--- src/rtl/cvxif_group_dispatch.sv ---
// -----------------------------------------------------------------------------
// cvxif_group_dispatch
//
// Dispatches CV-X-IF coprocessor instructions to NumGroups functional-unit
// groups and collects their results.
// - The opcode field [GroupSelLsb +: clog2(NumGroups)] selects the group.
//   Opcodes that select a group that does not exist are consumed and rejected.
// - Each group has a credit counter (0..Depth) and two FIFOs of depth Depth:
//   a tag FIFO of in-flight ids and a result FIFO of {id, data}.
// - Buffered results leave through one round-robin arbitrated valid/ready
//   port. The grant is held while the consumer stalls.
// - flush_i clears all in-flight and buffered state in one cycle.
//
// Ports
//   clk_i, rst_ni           clock, asynchronous active-low reset
//   flush_i                 discard all in-flight and buffered state
//   issue_valid_i           instruction offered
//   issue_ready_o           instruction consumed this cycle
//   issue_accept_o          consumed instruction had a legal opcode
//   issue_opcode_i          opcode
//   issue_id_i              instruction id
//   issue_operands_i        two operands
//   grp_exec_o              one-hot execute strobe, same cycle as the handshake
//   grp_opcode_o            opcode broadcast to all groups
//   grp_operands_o          operand broadcast to all groups
//   grp_ready_i             per-group: can take a new exec
//   grp_flush_o             flush forwarded to the groups
//   grp_done_i              per-group result strobe, in issue order per group
//   grp_result_i            per-group result data
//   result_valid_o          result available
//   result_ready_i          consumer takes the result
//   result_id_o             id of the returned instruction
//   result_data_o           result data
//   result_group_o          group that produced the result
// -----------------------------------------------------------------------------
module cvxif_group_dispatch #(
    parameter int unsigned NumGroups   = 4,
    parameter int unsigned Depth       = 2,
    parameter int unsigned OpcodeWidth = 8,
    parameter int unsigned GroupSelLsb = 4,
    parameter int unsigned InWidth     = 32,
    parameter int unsigned OutWidth    = 32,
    parameter int unsigned IdWidth     = 3,
    localparam int unsigned GselW      = $clog2(NumGroups)
) (
    input  logic                          clk_i,
    input  logic                          rst_ni,
    input  logic                          flush_i,
    input  logic                          issue_valid_i,
    output logic                          issue_ready_o,
    output logic                          issue_accept_o,
    input  logic [OpcodeWidth-1:0]        issue_opcode_i,
    input  logic [IdWidth-1:0]            issue_id_i,
    input  logic [2*InWidth-1:0]          issue_operands_i,
    output logic [NumGroups-1:0]          grp_exec_o,
    output logic [OpcodeWidth-1:0]        grp_opcode_o,
    output logic [2*InWidth-1:0]          grp_operands_o,
    input  logic [NumGroups-1:0]          grp_ready_i,
    output logic                          grp_flush_o,
    input  logic [NumGroups-1:0]          grp_done_i,
    input  logic [NumGroups*OutWidth-1:0] grp_result_i,
    output logic                          result_valid_o,
    input  logic                          result_ready_i,
    output logic [IdWidth-1:0]            result_id_o,
    output logic [OutWidth-1:0]           result_data_o,
    output logic [GselW-1:0]              result_group_o
);

    localparam int unsigned      CntW       = $clog2(Depth + 1);
    localparam int unsigned      PtrW       = (Depth > 1) ? $clog2(Depth) : 1;
    localparam logic [GselW-1:0] LastGrpIdx = GselW'(NumGroups - 1);

    typedef logic [CntW-1:0] cnt_t;
    typedef logic [PtrW-1:0] ptr_t;

    // Wrapping pointer increment; Depth need not be a power of two.
    function automatic ptr_t ptr_inc(input ptr_t p);
        if (32'(p) == Depth - 1) return '0;
        return p + 1'b1;
    endfunction

    // Credits, FIFO occupancies and FIFO pointers, one set per group.
    cnt_t cnt_q  [NumGroups];
    cnt_t cnt_d  [NumGroups];
    cnt_t tcnt_q [NumGroups];
    cnt_t tcnt_d [NumGroups];
    cnt_t rcnt_q [NumGroups];
    cnt_t rcnt_d [NumGroups];
    ptr_t twr_q  [NumGroups];
    ptr_t twr_d  [NumGroups];
    ptr_t trd_q  [NumGroups];
    ptr_t trd_d  [NumGroups];
    ptr_t rwr_q  [NumGroups];
    ptr_t rwr_d  [NumGroups];
    ptr_t rrd_q  [NumGroups];
    ptr_t rrd_d  [NumGroups];

    logic [GselW-1:0] last_grant_q, last_grant_d;
    logic [GselW-1:0] lock_grp_q, lock_grp_d;
    logic             lock_q, lock_d;

    logic [IdWidth-1:0]  tag_mem  [NumGroups][Depth];
    logic [IdWidth-1:0]  rid_mem  [NumGroups][Depth];
    logic [OutWidth-1:0] rdat_mem [NumGroups][Depth];

    logic [GselW-1:0]     grp_sel;
    logic                 legal;
    logic                 room;
    logic                 issue_hs;
    logic                 res_hs;
    logic [NumGroups-1:0] done_eff;
    logic [NumGroups-1:0] res_pop;
    logic [GselW-1:0]     grant;
    logic                 grant_vld;
    int unsigned          rr_idx;

    assign grp_opcode_o   = issue_opcode_i;
    assign grp_operands_o = issue_operands_i;
    assign grp_flush_o    = flush_i;

    // ------------------------------------------------------------------ issue
    assign grp_sel = issue_opcode_i[GroupSelLsb +: GselW];

    // Compare against each existing group instead of indexing cnt_q with
    // grp_sel, which may point past the last group.
    always_comb begin
        // NOTE: every variable gets a default first so no latch is inferred.
        legal = 1'b0;
        room  = 1'b0;
        for (int g = 0; g < NumGroups; g++) begin
            if (grp_sel == GselW'(g)) begin
                legal = 1'b1;
                room  = (cnt_q[g] < CntW'(Depth)) && grp_ready_i[g];
            end
        end
    end

    // rst_ni gates ready so that nothing is consumed while reset is applied.
    assign issue_ready_o  = rst_ni && !flush_i && (!legal || room);
    assign issue_hs       = issue_valid_i && issue_ready_o;
    assign issue_accept_o = issue_hs && legal;

    always_comb begin
        grp_exec_o = '0;
        for (int g = 0; g < NumGroups; g++) begin
            if (issue_accept_o && (grp_sel == GselW'(g))) grp_exec_o[g] = 1'b1;
        end
    end

    // ------------------------------------------------------------------- done
    // A done with no outstanding tag is a protocol violation and is dropped.
    always_comb begin
        done_eff = '0;
        for (int g = 0; g < NumGroups; g++) begin
            done_eff[g] = grp_done_i[g] && !flush_i && (tcnt_q[g] != '0);
        end
    end

    // ---------------------------------------------------------------- arbiter
    // Round-robin starting after the last granted group. A grant that met
    // back-pressure stays locked so the presented result cannot change.
    always_comb begin
        grant     = lock_grp_q;
        grant_vld = lock_q;
        rr_idx    = 0;
        if (!lock_q) begin
            for (int i = 1; i <= NumGroups; i++) begin
                rr_idx = (int'(last_grant_q) + i) % NumGroups;
                if (!grant_vld && (rcnt_q[rr_idx] != '0)) begin
                    grant_vld = 1'b1;
                    grant     = GselW'(rr_idx);
                end
            end
        end
    end

    assign result_valid_o = grant_vld && !flush_i;
    assign res_hs         = result_valid_o && result_ready_i;

    always_comb begin
        result_id_o    = '0;
        result_data_o  = '0;
        result_group_o = '0;
        if (grant_vld) begin
            result_id_o    = rid_mem[grant][rrd_q[grant]];
            result_data_o  = rdat_mem[grant][rrd_q[grant]];
            result_group_o = grant;
        end
    end

    always_comb begin
        res_pop = '0;
        for (int g = 0; g < NumGroups; g++) begin
            res_pop[g] = res_hs && (grant == GselW'(g));
        end
    end

    // ------------------------------------------------------------- next state
    always_comb begin
        cnt_d        = cnt_q;
        tcnt_d       = tcnt_q;
        rcnt_d       = rcnt_q;
        twr_d        = twr_q;
        trd_d        = trd_q;
        rwr_d        = rwr_q;
        rrd_d        = rrd_q;
        lock_d       = lock_q;
        lock_grp_d   = lock_grp_q;
        last_grant_d = last_grant_q;

        if (flush_i) begin
            for (int g = 0; g < NumGroups; g++) begin
                cnt_d[g]  = '0;
                tcnt_d[g] = '0;
                rcnt_d[g] = '0;
                twr_d[g]  = '0;
                trd_d[g]  = '0;
                rwr_d[g]  = '0;
                rrd_d[g]  = '0;
            end
            lock_d       = 1'b0;
            lock_grp_d   = '0;
            last_grant_d = LastGrpIdx;
        end else begin
            for (int g = 0; g < NumGroups; g++) begin
                // An accept and a result handshake on one group cancel out.
                cnt_d[g]  = cnt_q[g] + CntW'(grp_exec_o[g]) - CntW'(res_pop[g]);
                tcnt_d[g] = tcnt_q[g] + CntW'(grp_exec_o[g]) - CntW'(done_eff[g]);
                rcnt_d[g] = rcnt_q[g] + CntW'(done_eff[g]) - CntW'(res_pop[g]);
                if (grp_exec_o[g]) twr_d[g] = ptr_inc(twr_q[g]);
                if (done_eff[g])   trd_d[g] = ptr_inc(trd_q[g]);
                if (done_eff[g])   rwr_d[g] = ptr_inc(rwr_q[g]);
                if (res_pop[g])    rrd_d[g] = ptr_inc(rrd_q[g]);
            end
            if (res_hs) begin
                lock_d       = 1'b0;
                last_grant_d = grant;
            end else if (result_valid_o) begin
                lock_d     = 1'b1;
                lock_grp_d = grant;
            end
        end
    end

    // -------------------------------------------------------------- registers
    always_ff @(posedge clk_i or negedge rst_ni) begin
        if (!rst_ni) begin
            for (int g = 0; g < NumGroups; g++) begin
                cnt_q[g]  <= '0;
                tcnt_q[g] <= '0;
                rcnt_q[g] <= '0;
                twr_q[g]  <= '0;
                trd_q[g]  <= '0;
                rwr_q[g]  <= '0;
                rrd_q[g]  <= '0;
            end
            lock_q       <= 1'b0;
            lock_grp_q   <= '0;
            last_grant_q <= LastGrpIdx;
        end else begin
            // NOTE: non-blocking assignments make every flop sample pre-edge values.
            cnt_q        <= cnt_d;
            tcnt_q       <= tcnt_d;
            rcnt_q       <= rcnt_d;
            twr_q        <= twr_d;
            trd_q        <= trd_d;
            rwr_q        <= rwr_d;
            rrd_q        <= rrd_d;
            lock_q       <= lock_d;
            lock_grp_q   <= lock_grp_d;
            last_grant_q <= last_grant_d;
        end
    end

    // NOTE: storage arrays have no reset; the occupancy counters mark valid entries.
    always_ff @(posedge clk_i) begin
        for (int g = 0; g < NumGroups; g++) begin
            if (grp_exec_o[g]) tag_mem[g][twr_q[g]] <= issue_id_i;
            if (done_eff[g]) begin
                rid_mem[g][rwr_q[g]]  <= tag_mem[g][trd_q[g]];
                rdat_mem[g][rwr_q[g]] <= grp_result_i[g*OutWidth +: OutWidth];
            end
        end
    end

    // A group must not report done without an outstanding instruction.
    for (genvar g = 0; g < NumGroups; g++) begin : g_done_chk
        a_done_has_tag: assert property (@(posedge clk_i) disable iff (!rst_ni)
            (grp_done_i[g] && !flush_i) |-> (tcnt_q[g] != '0));
    end

endmodule

--- config.mk ---
export PLATFORM = sky130hd
export DESIGN_NAME = cvxif_group_dispatch
export DESIGN_NICKNAME = d
export VERILOG_FILES = /design/src/rtl/cvxif_group_dispatch.sv
export SDC_FILE = /design/constraint.sdc
export NUM_CORES = 1
export LEC_CHECK = 0
export ABC_CLOCK_PERIOD_IN_PS = 4200
export CELL_PAD_IN_SITES_DETAIL_PLACEMENT = 1
export CELL_PAD_IN_SITES_GLOBAL_PLACEMENT = 1
export CORE_UTILIZATION = 42
export DETAILED_ROUTE_END_ITERATION = 8
export GPL_TIMING_DRIVEN = 0
export PLACE_DENSITY_LB_ADDON = 0.1
export SYNTH_ARGS = -nofsm -noshare
export SYNTH_HDL_FRONTEND = slang
export SYNTH_SLANG_ARGS = --single-unit
--- constraint.sdc ---
create_clock -name clk_i -period 4.2 [get_ports clk_i]
set_input_delay 0.84 -clock clk_i [delete_from_list [all_inputs] [get_ports clk_i]]
set_output_delay 0.84 -clock clk_i [all_outputs]
set_load 0.01 [all_outputs]
==> summary.txt <==
Run status
  – Outcome: complete, but fails checks
  – Failing checks: DRC

Timing
  – Fin crit period: between 4000 and 5000 ps
  – Max Clock Skew: 13.1 ps
  – Fmax achieved: 0.244 GHz
  – Setup tns final: 0 ps
  – Period Utilization, post-route: 97.8%
  – Setup violations, final: 0
  – Max-slew headroom: between 30% and 40%
  – Fin. Hold Viols: 0
  – Unrepaired setup endpoints after global routing: no
  – Slew Viols, Final: 0
  – Measured slew at the worst slew-check pin: 956 ps

Power and ir drop
  – Combinational Power Share: 43.7%
  – NetSw: 0.00464 W
  – Worst vdd ir: 350 uV
  – Clock share of power: 24.6%
  – Internal: 0.00777 W
  – LEAKAGE: 7.21 nW
  – Switching Share: 37.4%
  – Reg power frac: 31.8%
  – Pwr dens: 624 mW/mm2
  – Power Total: 0.0124 W

Die
  – Die area: 0.0371 mm2
  – DIE WIDTH: 193 um
  – Core area: roughly 0.036 mm2
  – Core Rows: 69
  – # IOs: 333
  – Initial Util: 42.8%
  – Die height: 193 um

Finish
  – Most frequent cells in the layout: 304 x edfxtp_1, 224 x clkdlybuf4s50_1, 85 x buf_4, 72 x mux2i_1, 54 x nor2b_1
  – Layout cells sized above 1: 19.2%
  – Final nets: 1597
  – Layout fillers: 3516
  – Area Overhead vs Synth: 30.3%
  – Reg area: 0.0103 mm2
  – Finished Core Util: 55.8%
  – Footprint of the multi-input gates: 0.00420 mm2
  – Design area: roughly 0.020 mm2
  – Most common cell after layout, fill and taps aside: edfxtp_1
  – Finished Layout Cells: 1847

CTS
  – CTS root buf: clkbuf_16
  – Hold_buf cts: 0
  – Maximum root-to-sink buffer count: 3
  – Clk_lat worst skew: 520 ps
  – CTS Sinks: 349
  – Clock slew at reported path FFs: 60 ps
  – H-tree levels: 2
  – CTS tree: yes
  – CTS buffer count: 38

Critical path
  – Setup CP Type: reg -> out
  – CP startpoint: last_grant_q[1]$_DFFE_PN1N_
  – Critical Path End Type: output pin
  – Reg2reg path depth: 15
  – Startpoint types: flip-flop
  – Worst R2R Setup Slack: around 400 ps
  – Worst EP arrival: 3270 ps
  – FF-to-FF End: rcnt_q[7]$_DFF_PN0_
  – Required time worst endpoint: 3360 ps
  – CP Capture Point: result_data_o[30]
  – Worst r2r src: last_grant_q[1]$_DFFE_PN1N_
  – CP Max Fanout: 10

Global route
  – Initial antenna violation count: 2
  – Largest net degree at the start of global routing: 36
  – First-pass GRT wire length: 61700 um
  – Number of global-route vias before repair: 10200
  – GRT overflow: 0
  – Tot GR Track Use: approximately 23%

Drt
  – Drt pass-1 iters: 7
  – Drt drc: between 100 and 150
  – Via/cell ratio: 5.26
  – DR iter-0 viols: 633
  – Routed len/inst: between 20 and 25 um
  – Routed WL: roughly 42000 um
  – Vias: 9716
  – Antenna-violating nets left: 0

Logic synthesis
  – Seq/Total Area, Yosys: 67.2%
  – Leading area contributor after synthesis: edfxtp_1
  – Largest family of logic cells by synthesized area: multiplexers
  – Synth Area in XOR/XNOR: 2.07%
  – Avg Inst Size Synth: 14.6 um2
  – Unique masters post-synth: 53
  – Number of synthesized flops with an enable pin: 304
  – Ys async rst share: 12.9%
  – Synth Area in Compound Gates: 7.96%
  – Yosys reg bits: 349
  – Synth area leaders: edfxtp_1 60%, dfrtp_1 7.1%, mux2i_1 4.7%, buf_4 3.6%, mux2_2 3.6%
  – Cell area after synthesis: 0.0153 mm2
  – Adder-cell share of the synthesized area: between 1.5 and 2%
  – Simple-gate share of the synthesized area: 6.35%
  – Post-Syn Nets: 1283
  – Synth Instances: 1043
  – Synth Flop Type: edfxtp_1
  – Synth Warn #: 0
  – Post-synthesis mux area share: around 8.4%
  – Top cell type's share of synthesized area: 59.8%

Flow run
  – Max-cap violations: 0

Place
  – Final GP Congestion: 0.803
  – Hpwl dp: ~30000 um
  – Placed cell areas: 0.0187 mm2
  – Port Buffers: roughly 260
  – Placed Cells incl. Taps: between 1500 and 2000

Hold path
  – Worst min path class: in -> async
==> layout make-up <==
| type | count | area share, % |
|---|---|---|
| Clock buffer | 55 | 5.31 |
| Sequential cell | 349 | 51.6 |
| Antenna cell | 3 | 0.0378 |
| Multi-Input combinational cell | 530 | 21.1 |
| Tap cell | 461 | 2.90 |
| Timing Repair Buffer | 275 | 13.8 |
| Clock inverter | 11 | 0.245 |
| Buffer | 132 | 4.35 |
| Inverter | 31 | 0.585 |
==> cells in the mapped netlist (all sizes together) (4+ instances only) <==
| cell | number |
|---|---|
| nor2b | 55 |
| o21ai | 9 |
| a211o | 35 |
| dfrtp | 43 |
| nor3 | 4 |
| and2 | 8 |
| mux2 | 50 |
| clkbuf | 44 |
| a211oi | 37 |
| xor2 | 20 |
| edfxtp | 304 |
| nor2 | 45 |
| nand2b | 5 |
| xnor2 | 16 |
| buf | 89 |
| nor3b | 4 |
| inv | 31 |
| o211ai | 35 |
| nor4 | 5 |
| nand2 | 36 |
| ha | 24 |
| mux2i | 72 |
| a21oi | 39 |
==> cell families after synthesis <==
family	after synthesis
flops	349
buf+inv	164
mux	122
xor+xnor	36
simple gates	180
fa+ha+maj	24
compound gates	168
==> registers in the layout, summed over array words and instances (netlist names) <==
| name | count |
|---|---|
| rdat_mem | 256 |
| rid_mem | 24 |
| tag_mem | 24 |
| cnt_q | 8 |
| rcnt_q | 8 |
| tcnt_q | 8 |
| rrd_q | 4 |
| rwr_q | 4 |
| trd_q | 4 |
| twr_q | 4 |
| last_grant_q | 2 |
| lock_grp_q | 2 |
| lock_q | 1 |
==> power groups by stage <==
stage               logic, W  clock network (W)  registers [W]
floorplan            0.00283                  0        0.00398
global placement     0.00551                  0        0.00400
detailed placement   0.00557                  0        0.00400
CTS                  0.00544            0.00310        0.00393
global route         0.00581            0.00322        0.00395
finish               0.00542            0.00305        0.00394
==> layer usage <==
layer / share of wire, % / track usage [%] / vias up
met5: 0 / 0 / -
met4: 1.8 / 5.60 / 0
met3: 6.0 / 3.62 / 49
met2: 49 / 38.4 / 322
met1: 43 / 30.5 / 4893
li1: - / - / 4452
==> critical path: stages (launching register included) <==
cell and delay [ps]:
dfstp_2 520, buf_4 150, or4b_4 490, nand4_2 110, o221ai_2 110, o211a_1 260, buf_6 160, clkbuf_4 210
a211o_1 270, a21oi_2 200, clkdlybuf4s15_1 270
==> how the worst min path moves through the flow <==
stage / from / end / slack [ps] / depth (start not counted)
4_1_cts: rst_ni / twr_q[2]$_DFFE_PN0P_ / 290 / 1
2_1_floorplan: rwr_q[0]$_DFFE_PN0P_ / rwr_q[0]$_DFFE_PN0P_ / 520 / 2
5_1_grt: rst_ni / cnt_q[4]$_DFF_PN0_ / 320 / 1
3_3_place_gp: rwr_q[1]$_DFFE_PN0P_ / rwr_q[1]$_DFFE_PN0P_ / 540 / 2
6_report: rst_ni / twr_q[0]$_DFFE_PN0P_ / 290 / 1
3_5_place_dp: tag_mem[1][1]$_DFFE_PP_ / rid_mem[1][4]$_DFFE_PP_ / 550 / 1
==> metrics by stage <==
step                      setup WS (ps)  hold slack [ps]
after floorplan                     971              519
after global placement            -2050              535
after detailed placement           -459              553
after CTS                          23.3              286
after global routing               1.62              321
final                              93.8              291
==> timing repair <==
item / CTS / global route
gates resized for setup: 87 / 55
buffers inserted: 1 / 4
setup endpoints to repair: 39 / 39
pin swaps: 5 / 11
Power figures use the tool's default switching activity.
